### config.mk
export PLATFORM = sky130hd
export DESIGN_NAME = multicycle_control
export DESIGN_NICKNAME = d
export VERILOG_FILES = /design/src/rtl/multicycle_control.sv
export SDC_FILE = /design/constraint.sdc
export NUM_CORES = 1
export LEC_CHECK = 0
export BUFFER_PORTS_ARGS = -buffer_cell sky130_fd_sc_hd__buf_2
export CAP_MARGIN = 25
export CORE_MARGIN = 2
export CORE_UTILIZATION = 48
export CTS_BUF_LIST = sky130_fd_sc_hd__clkbuf_8
export DETAILED_ROUTE_END_ITERATION = 12
export PLACE_DENSITY_LB_ADDON = 0.25
export REMOVE_ABC_BUFFERS = 1
export SLEW_MARGIN = 20
export SYNTH_ARGS = -nofsm -noshare
export SYNTH_HDL_FRONTEND = slang
export SYNTH_SLANG_ARGS = --single-unit
### constraint.sdc
create_clock -name clk -period 1.3 [get_ports clk]
set_input_delay 0.065 -clock clk [delete_from_list [all_inputs] [get_ports clk]]
set_output_delay 0.065 -clock clk [all_outputs]
set_load 0.02 [all_outputs]
### src/rtl/multicycle_control.sv
// rtl/multicycle_control.sv - multicycle processor main control FSM (Moore outputs, memReady Mealy terms)

module multicycle_control (
  input  logic       clk,
  input  logic       reset,
  input  logic [5:0] opCode,
  input  logic       memReady,
  output logic       pcWrite,
  output logic       pcWriteCond,
  output logic       iorD,
  output logic       memRead,
  output logic       memWrite,
  output logic       irWrite,
  output logic       memToReg,
  output logic       regDst,
  output logic       regWrite,
  output logic       ALUSrcA,
  output logic [1:0] ALUSrcB,
  output logic [1:0] ALUop,
  output logic [1:0] PCSource,
  output logic       instrDone,
  output logic       illegalOp,
  output logic [3:0] state
);

  localparam logic [3:0] S_FETCH     = 4'd0;
  localparam logic [3:0] S_DECODE    = 4'd1;
  localparam logic [3:0] S_MEM_ADDR  = 4'd2;
  localparam logic [3:0] S_MEM_READ  = 4'd3;
  localparam logic [3:0] S_MEM_WB    = 4'd4;
  localparam logic [3:0] S_MEM_WRITE = 4'd5;
  localparam logic [3:0] S_EXECUTE   = 4'd6;
  localparam logic [3:0] S_R_WB      = 4'd7;
  localparam logic [3:0] S_BRANCH    = 4'd8;
  localparam logic [3:0] S_JUMP      = 4'd9;
  localparam logic [3:0] S_ADDI_EXEC = 4'd10;
  localparam logic [3:0] S_ADDI_WB   = 4'd11;

  localparam logic [5:0] OP_RTYPE = 6'b000000;
  localparam logic [5:0] OP_LW    = 6'b100011;
  localparam logic [5:0] OP_SW    = 6'b101011;
  localparam logic [5:0] OP_BEQ   = 6'b000100;
  localparam logic [5:0] OP_J     = 6'b000010;
  localparam logic [5:0] OP_ADDI  = 6'b001000;

  logic [3:0] state_q, state_d;
  logic       illegal_q, illegal_d;
  logic       op_undefined;

  // Classify the held opcode; only meaningful while sitting in DECODE
  always_comb begin
    op_undefined = 1'b1;
    case (opCode)
      OP_RTYPE, OP_LW, OP_SW, OP_BEQ, OP_J, OP_ADDI: op_undefined = 1'b0;
      default:                                       op_undefined = 1'b1;
    endcase
  end

  // State and sticky illegal-opcode flag registers; reset overrides everything
  always_ff @(posedge clk) begin
    if (reset) begin
      state_q   <= S_FETCH;
      illegal_q <= 1'b0;
    end else begin
      state_q   <= state_d;
      illegal_q <= illegal_d;
    end
  end

  // Next-state sequencing; the illegal flag never feeds back into sequencing
  always_comb begin
    state_d   = S_FETCH;
    illegal_d = illegal_q;
    case (state_q)
      S_FETCH:     state_d = memReady ? S_DECODE : S_FETCH;
      S_DECODE: begin
        case (opCode)
          OP_RTYPE:      state_d = S_EXECUTE;
          OP_LW, OP_SW:  state_d = S_MEM_ADDR;
          OP_BEQ:        state_d = S_BRANCH;
          OP_J:          state_d = S_JUMP;
          OP_ADDI:       state_d = S_ADDI_EXEC;
          default: begin
            state_d   = S_FETCH;
            illegal_d = 1'b1;
          end
        endcase
      end
      S_MEM_ADDR:  state_d = (opCode == OP_LW) ? S_MEM_READ : S_MEM_WRITE;
      S_MEM_READ:  state_d = memReady ? S_MEM_WB : S_MEM_READ;
      S_MEM_WRITE: state_d = memReady ? S_FETCH : S_MEM_WRITE;
      S_EXECUTE:   state_d = S_R_WB;
      S_ADDI_EXEC: state_d = S_ADDI_WB;
      default:     state_d = S_FETCH;
    endcase
  end

  // Datapath controls decoded from the current state (plus memReady in FETCH/MEM_WRITE)
  always_comb begin
    pcWrite     = 1'b0;
    pcWriteCond = 1'b0;
    iorD        = 1'b0;
    memRead     = 1'b0;
    memWrite    = 1'b0;
    irWrite     = 1'b0;
    memToReg    = 1'b0;
    regDst      = 1'b0;
    regWrite    = 1'b0;
    ALUSrcA     = 1'b0;
    ALUSrcB     = 2'b00;
    ALUop       = 2'b00;
    PCSource    = 2'b00;
    instrDone   = 1'b0;
    case (state_q)
      S_FETCH: begin
        memRead = 1'b1;
        ALUSrcB = 2'b01;
        pcWrite = memReady;
        irWrite = memReady;
      end
      S_DECODE: begin
        ALUSrcB   = 2'b11;
        instrDone = op_undefined;
      end
      S_MEM_ADDR, S_ADDI_EXEC: begin
        ALUSrcA = 1'b1;
        ALUSrcB = 2'b10;
      end
      S_MEM_READ: begin
        memRead = 1'b1;
        iorD    = 1'b1;
      end
      S_MEM_WB: begin
        memToReg  = 1'b1;
        regWrite  = 1'b1;
        instrDone = 1'b1;
      end
      S_MEM_WRITE: begin
        memWrite  = 1'b1;
        iorD      = 1'b1;
        instrDone = memReady;
      end
      S_EXECUTE: begin
        ALUSrcA = 1'b1;
        ALUop   = 2'b10;
      end
      S_R_WB: begin
        regDst    = 1'b1;
        regWrite  = 1'b1;
        instrDone = 1'b1;
      end
      S_ADDI_WB: begin
        regWrite  = 1'b1;
        instrDone = 1'b1;
      end
      S_BRANCH: begin
        ALUSrcA     = 1'b1;
        ALUop       = 2'b01;
        pcWriteCond = 1'b1;
        PCSource    = 2'b01;
        instrDone   = 1'b1;
      end
      S_JUMP: begin
        pcWrite   = 1'b1;
        PCSource  = 2'b10;
        instrDone = 1'b1;
      end
      default: begin
        pcWrite = 1'b0;
      end
    endcase
  end

  assign illegalOp = illegal_q;
  assign state     = state_q;

endmodule
# After elaboration in Yosys (flattened, before gate mapping)
# Cells that the tools add are included.
# word_totals
reg_bits	5
in_bits	9
output_inout_bits	22
word_cells	51
# op_classes
eq_ne	16
mux	21
bitwise	1
n_reduce_logical	11
# ops
operator	count
4-bit one-hot mux with 7 select lines	1
4-bit one-hot mux with 5 select lines	1
4-bit by 3-bit equality test with 1-bit output, second input constant	4
4-bit equality test, second input constant	4
6-bit equality test, second input constant	2
1-bit 2-to-1 mux	11
3-bit 2-to-1 mux	3
4-bit by 2-bit equality test with 1-bit output, second input constant	2
2-bit one-hot mux with 2 select lines	2
2-bit OR reduction	4
6-bit by 2-bit equality test with 1-bit output, second input constant	1
6-bit by 3-bit equality test with 1-bit output, second input constant	1
6-bit by 4-bit equality test with 1-bit output, second input constant	1
6-bit logical NOT	1
2-bit one-hot mux with 3 select lines	1
6-bit OR reduction	1
5-bit OR reduction	1
4-bit by 1-bit equality test with 1-bit output, second input constant	1
4-bit logical NOT	1
4-bit OR reduction	1
1-bit one-hot mux with 3 select lines	1
3-bit OR reduction	1
1-bit one-hot mux with 2 select lines	1
2-bit AND reduction	1
1-bit inverter	1

# Depth between registers and ports, before layout
# Gate-level depths: netlist (run 1).
# depth
ltp_word	4
mapped_depth	6
depth_no_buf	4

# Worst setup path before layout (run 1)
# No wires, ideal clock.
# synth_timing
kind	flip-flop to output port
from	register state_q[3] (netlist: state[3])
to	output PCSource[0]
arrival_ns	1.757
t_required_ns	1.235
setup_slack_ns	-0.522
path_stages_with_launch	5
n_path_buf	2
cell_sequence	dfxtp_1 buf_4 nor2b_1 nor3b_1 buf_4
# synth_between
elab_chain_cells	2
elab_cells_between_ends	3
classes_between	2 x eq/ne; 1 x mux
# synth_lines
item	line	text
start, declared	46	logic [3:0] state_q, state_d;
start signal, assigned	65	state_q <= state_d;
4-bit equality test	114	case (state_q)
2-bit one-hot mux with 2 select lines *	114	
end, declared	20	output logic [1:0] PCSource,
# Mark *: on every way between the ends. The rest lies on a longest branch, timed or not.

# Final worst setup path (run 1)
# layout_timing
from	register state_q[3] (netlist: state[3])
to	output instrDone
# layout_between
elab_chain_cells	3
elab_cells_between_ends	9
classes_between	7 x eq/ne; 1 x mux; 1 x reduce/logical
# layout_lines
item	line	text
4-bit equality test or 4-bit by 3-bit equality test with 1-bit output (tied branches)	114	
5-bit OR reduction (no line)	--	
1-bit one-hot mux with 3 select lines *	114	
end, declared	21	output logic instrDone,
# Marked as above.

==> metrics.log, run 1 <==
[metrics] IO Count: 31
[metrics] actual transition at the worst max-transition pin: 337 ps
[metrics] worst setup skew after layout: 3.40 ps
[metrics] Placer Congestion: 0.909
[metrics] fraction of layout cells with a size suffix above 1: 0.627
[metrics] clock transition at the register clock pins on the worst setup and hold paths after CTS: 40 ps
[metrics] global-route wire length before repair: 3970 um
[metrics] number of buffers added by the clock tree synthesis step: 3
[metrics] share of synthesized registers carrying an async set or reset: 0
[metrics] Post-layout nets: 152
[metrics] PnR worst setup slack: -134 ps
[metrics] number of global-route vias before repair: 858
[metrics] Post-synth EDFFs: 0
[metrics] critical path launch point type: register
[metrics] overall power after layout: 679 uW
[metrics] Slew headroom: 0.773
[metrics] Pleak: 0.000536 uW
[metrics] drt initial violations: 46
[metrics] cell accounting for the most synthesized area: dfxtp_1
[metrics] post-synth design cell area: 702 um2
[metrics] total of hold buffers inserted after clock tree synthesis: 0
[metrics] Hold Violations, Final: 0
[metrics] detail-routed via count per cell: 6.34
[metrics] number of iterations in the first detailed-routing pass: 4
[metrics] CTS sink count: 5
[metrics] met2 wire length: 1540 um
[metrics] number of register bits inferred by synthesis: 5
[metrics] antenna-violating nets left: 0
[metrics] GR Util All Layers: 0.283
[metrics] signal arrival time at the worst endpoint: 1370 ps
[metrics] run status: complete, but fails checks
[metrics] clock tree from TritonCTS: yes
[metrics] starting utilization of the core area: 0.526
[metrics] clock latency on the worst-skew pair: 230 ps
[metrics] post-route fraction of the period consumed by the critical path: 1.10
[metrics] number of different library cells in the post-synthesis netlist: 41
[metrics] Horiz. Die Dim: 42.2 um
[metrics] number of input and output port buffers inserted: 30
[metrics] area share of the leading cell type in the synthesized netlist: 0.143
[metrics] Die Height: 42.2 um
[metrics] clock root cell: clkbuf_8
[metrics] drt total wl: 3010 um
[metrics] antenna diode count: 0
[metrics] placeable core area: 1330 um2
[metrics] buffer levels on the longest clock path: 2
[metrics] die area: 1780 um2
[metrics] number of antenna violations at the first check in global routing: 0
[metrics] violations in the final reports: setup timing
[metrics] final routed wire length divided by cell count: 19.2 um
[metrics] Max-cap violations: 0
[metrics] slowest cell on the critical path: dfxtp_4
[metrics] highest ir drop seen on vdd: 0.330 mV
[metrics] top flip-flop cell by instance count after synthesis: dfxtp_1
[metrics] Ys Warns: 0
[metrics] fin. max-slew vios: 0
[metrics] delay of the slowest cell on the worst path: 360 ps
[metrics] Required @ worst endpoint: 1240 ps
[metrics] routed wl met3: 202 um
[metrics] synthesized area divided by synthesized cell count: 7.47 um2
[metrics] Max Used Layer: met4
[metrics] Max Fanout on Critical Path: 8
[metrics] detailed-route DRC error count: 0
[metrics] biggest area contributors in the synthesized netlist: dfxtp_1 (14%), buf_6 (6.4%), a21oi_1 (5.7%), nor3b_1 (5.3%), nor3_1 (5.0%)
[metrics] maximum frequency from static timing analysis: 697 MHz
[metrics] pin count of the biggest net entering global routing: 10
[metrics] final total negative setup slack: -874 ps
[metrics] cells traversed along the worst timing path: buf_6 -> o21bai_1 -> a22o_1 -> a21oi_2 -> buf_4
[metrics] setup slack at placement: -87.0 ps
[metrics] leading cell types in the layout, fill and taps excluded: buf_4 (21), buf_2 (20), buf_6 (11)
[metrics] most common library cell in the layout ignoring fill and taps: buf_4
[metrics] number of instances in the synthesized netlist: 94
[metrics] register area share after synthesis: 0.143
[metrics] type of element capturing the critical path: output port
[metrics] Hold WC Path Type: input pin to register
[metrics] Final min period: 1430 ps
[metrics] power density over cell area: 552 nW/um2
[metrics] overflow left after global routing: 0
[metrics] H-tree level count: 1
[metrics] critical path type: register to output port
[metrics] RSZ-0062 raised after global routing: true
[metrics] HPWL reported at the end of detailed placement: 1530 um
[metrics] area added between synthesis and finish: 75.4%
[metrics] metal1 wirelength: 1190 um
[metrics] count of vias placed by the detailed router: 996
[metrics] final-report setup violation count: 14
[metrics] count of standard-cell rows: 13
==> registers in the layout (all words and copies together), names as in the netlist <==
| signal | count |
|---|---|
| illegalOp | 1 |
| state | 4 |
==> path summary, 6_finish.rpt <==
| kind | from | end | slack (ps) | cells past startpoint |
|---|---|---|---|---|
| worst max-delay path | state[3]$_SDFF_PP0_ | instrDone | -130 | 5 |
| worst min-delay path | reset | illegalOp$_SDFFE_PP0P_ | 20 | 2 |
| worst max register to register | state[3]$_SDFF_PP0_ | state[0]$_SDFF_PP0_ | -70 | 5 |
| worst min register to register | illegalOp$_SDFFE_PP0P_ | illegalOp$_SDFFE_PP0P_ | 440 | 2 |
==> Yosys cell counts, drive strengths merged (2+ instances only) <==
cell	n
nand2b	4
a31oi	3
and3	2
buf	9
a21oi	8
dfxtp	5
nand2	4
or2	3
o21bai	3
o21ai	6
or3b	2
nor2	10
nor2b	2
nor3	7
nor3b	5
==> stage by stage <==
stage	area, um2	utilization	hold WS, ps	std cells
2_1_floorplan	613	-	134	84
3_5_place_dp	895	0.671	257	144
5_1_grt	1230	0.923	28.3	157
4_1_cts	1100	0.825	26.5	155
6_report	1230	0.923	23.4	157
3_3_place_gp	895	0.671	253	144
==> where the power goes <==
group          total, uW  internal (uW)  switching, uW
logic                227            110            116
registers            161            155           5.97
clock network        291            203           87.8
total                679            469            210
==> worst max-delay path, delay by kind of cell, from the launching register on <==
family                 cells  cell delay [ps]
AOI/OAI and AO/OA          3              480
DFF                        1              360
buffers and inverters      2              290
==> routing by layer <==
metal	GRT usage	vias to the layer above
met2	0.449	62
met1	0.368	485
met4	0.0938	0
met5	0	-
li1	-	440
met3	0.0776	9
==> cell type report <==
| class | instances | area (um2) |
|---|---|---|
| fill | 53 | 103 |
| clock buffer | 3 | 41.3 |
| tap | 15 | 18.8 |
| multi-input combinational | 78 | 629 |
| inverter | 1 | 3.75 |
| timing repair buffer | 54 | 422 |
| sequential | 5 | 113 |
| clock inverter | 1 | 3.75 |
==> repair_timing <==
item / CTS / global route
gates cloned: 1 / 1
buffers inserted: 6 / 2
resized for setup: 32 / 26
pin swaps: 3 / 5
endpoints found under the setup margin: 17 / 20
==> cells by family after synthesis <==
group	synth area share
compound gates	0.264
buf+inv	0.132
xor+xnor	0.0250
flops	0.143
fa+ha+maj	0.0160
simple gates	0.421
(Power assumes the default switching activity.)
==> run 2, diff against run 1 <==
- GPL_TIMING_DRIVEN: unset -> 0
==> run 2 against run 1 <==
Effect of this change:
- the flow still finishes with violations (setup timing)
- non-clock buffer count down 2
- utilization down 4.1 points
- clock skew down 0.50 ps
- design area down 4.5%
- die area unchanged
- critical path depth down 1
==> metrics.log, run 2 (synthesis gave the netlist of run 1 again) <==
[metrics] run status: complete, but fails checks
[metrics] violations in the final reports: setup timing
[metrics] clock share of power: 0.436 (+0.007)
[metrics] internal power contribution: 452 uW (-3.7%)
[metrics] PnR worst setup slack: -142 ps (-8.41 ps)
[metrics] non-filler cells in the finished layout: 155 (-1.3%)
[metrics] GR Util All Layers: 0.260 (-0.0231)
[metrics] worst setup skew after layout: 2.90 ps (-0.503 ps)
[metrics] cells traversed along the worst timing path: buf_4 -> nand2b_1 -> nor2_1 -> buf_2
[metrics] buffer levels on the longest clock path: 2 (unchanged)
[metrics] Max Fanout on Critical Path: 6 (-2)
[metrics] flip-flop count of the largest register, all copies and words added: 4 (unchanged)
[metrics] switching share of total power: 0.300 (-0.00918)
[metrics] starting utilization of the core area: 0.526 (unchanged)
[metrics] fin. max-slew vios: 0 (unchanged)
[metrics] DP Area: 782 um2 (-13%)
[metrics] met1 global-route usage: 0.318 (-0.0497)
[metrics] slowest cell on the critical path: dfxtp_4
[metrics] clock latency on the worst-skew pair: 220 ps (about the same)
[metrics] number of global-route vias before repair: 780 (-9.1%)
[metrics] Placer Congestion: 0.920 (+1.2%)
[metrics] P_sw: 194 uW (-7.8%)
[metrics] Post-layout nets: 150 (-1.3%)
[metrics] placeable core area: 1330 um2 (unchanged)
[metrics] leading cell types in the layout, fill and taps excluded: buf_2 (22), buf_4 (19), buf_6 (10)
[metrics] critical path launch point type: register
[metrics] critical path's top delay family: simple AND/OR/NAND/NOR gates
[metrics] clock tree from TritonCTS: yes
[metrics] number of input and output port buffers inserted: 30 (unchanged)
[metrics] antenna diode count: 0 (unchanged)
[metrics] drt total wl: 2790 um (-7.3%)
[metrics] overall power after layout: 645 uW (-4.9%)
[metrics] global-route wire length before repair: 3530 um (-11%)
[metrics] maximum frequency from static timing analysis: 693 MHz (-0.58%)
[metrics] HPWL reported at the end of detailed placement: 1120 um (-26%)
[metrics] Pleak: 0.000505 uW (-5.8%)
[metrics] pin count of the biggest net entering global routing: 13 (+3)
[metrics] number of buffers added by the clock tree synthesis step: 3 (unchanged)
[metrics] drt initial violations: 46 (unchanged)
[metrics] most common library cell in the layout ignoring fill and taps: buf_2
[metrics] Cell Count Post-Placement: 129 (-10%)
[metrics] die area: 1780 um2 (unchanged)
[metrics] signal arrival time at the worst endpoint: 1380 ps (about the same)
[metrics] Required @ worst endpoint: 1240 ps (about the same)
[metrics] Die Height: 42.2 um (unchanged)
[metrics] overflow left after global routing: 0 (unchanged)
[metrics] final routed wire length divided by cell count: 18.0 um (-6.1%)
[metrics] final-report setup violation count: 14 (unchanged)
[metrics] delay of the slowest cell on the worst path: 360 ps (about the same)
[metrics] total buffers and inverters traversed by the critical path: 2 (unchanged)
[metrics] area added between synthesis and finish: 67.6%
[metrics] post-route fraction of the period consumed by the critical path: 1.11 (+0.00647)
[metrics] Hold WC Path Type: input pin to register
[metrics] Horiz. Die Dim: 42.2 um (unchanged)
[metrics] detail-routed via count per cell: 6.12 (-3.5%)
[metrics] clock root cell: clkbuf_8
[metrics] Hold Violations, Final: 0 (unchanged)
[metrics] logic gate share of total power: 0.317 (-0.017)
[metrics] Slew headroom: 0.758 (-0.0145)
[metrics] type of element capturing the critical path: output port
[metrics] count of standard-cell rows: 13 (unchanged)
[metrics] critical path type: register to output port
[metrics] antenna-violating nets left: 0 (unchanged)
[metrics] routing layer with the top usage in global route: met2
[metrics] number of iterations in the first detailed-routing pass: 4 (unchanged)
[metrics] proportion of power drawn by flip-flops and latches: 0.247 (+0.010)
[metrics] clock transition at the register clock pins on the worst setup and hold paths after CTS: 40 ps (about the same)
[metrics] met2 Track Usage GR: 0.418 (-0.0308)
[metrics] fraction of layout cells with a size suffix above 1: 0.586 (-0.0410)
[metrics] number of antenna violations at the first check in global routing: 0 (unchanged)
[metrics] final non-filler cell area: 1180 um2 (-4.5%)
[metrics] final core area utilization: 0.882 (-0.0413)
[metrics] highest ir drop seen on vdd: 0.420 mV (+27%)
[metrics] setup slack at placement: -406 ps (-319 ps)
[metrics] H-tree level count: 1 (unchanged)
[metrics] RSZ-0062 raised after global routing: true
[metrics] met3 Track Usage GR: 0.0560 (-0.0216)
[metrics] actual transition at the worst max-transition pin: 360 ps (+23.2 ps)
[metrics] Max-cap violations: 0 (unchanged)
[metrics] count of vias placed by the detailed router: 949 (-4.7%)
[metrics] Final min period: 1440 ps (+8.41 ps)
[metrics] power density over cell area: 549 nW/um2 (-0.49%)
[metrics] CTS sink count: 5 (unchanged)
[metrics] detailed-route DRC error count: 0 (unchanged)
[metrics] IO Count: 31 (unchanged)
[run 2: final timing paths]
| check | cells after the start | startpoint | end | slack [ps] |
|---|---|---|---|---|
| worst max register to register | 6 | state[0]$_SDFF_PP0_ | state[0]$_SDFF_PP0_ | -50 |
| worst min register to register | 2 | illegalOp$_SDFFE_PP0P_ | illegalOp$_SDFFE_PP0P_ | 450 |
| worst min-delay path | 2 | reset | state[3]$_SDFF_PP0_ | 30 |
| worst max-delay path | 4 | state[0]$_SDFF_PP0_ | ALUop[1] | -140 |
[run 2: timing repair]
action,4_1_cts,5_1_grt
buffers inserted,16,6
setup endpoints to repair,24,17
gates resized for setup,26,27
cloned,0,0
pin swaps,2,5
hold buffers,0,0
[run 2: area by class of cell]
type | instances | area [um2]
Multi-Input combinational cell | 78 | 608
Clock inverter | 1 | 3.75
Inverter | 1 | 3.75
Timing Repair Buffer | 52 | 385
Tap cell | 15 | 18.8
Sequential cell | 5 | 115
Fill cell | 65 | 158
Clock buffer | 3 | 41.3
[run 2: metal layers]
metal / up-vias / routed length (um)
met5: - / 0
met4: 0 / 76
met3: 10 / 188
met2: 62 / 1360
met1: 440 / 1160
li1: 437 / -
[run 2: through the flow]
stage                     hold slack, ps  TNS [ps]
after floorplan                      134     -6750
after global placement               256     -4810
after detailed placement             259     -5410
after CTS                           28.6      -411
after global routing                34.6     -1490
final                               32.4      -872
[run 2: power by group through the flow]
stage          registers (uW)  logic, uW  clock network (uW)
4_1_cts                   160        169                 282
3_5_place_dp              175        130                   0
6_report                  160        205                 281
2_1_floorplan             178       74.3                   0
5_1_grt                   160        217                 293
3_3_place_gp              174        129                   0
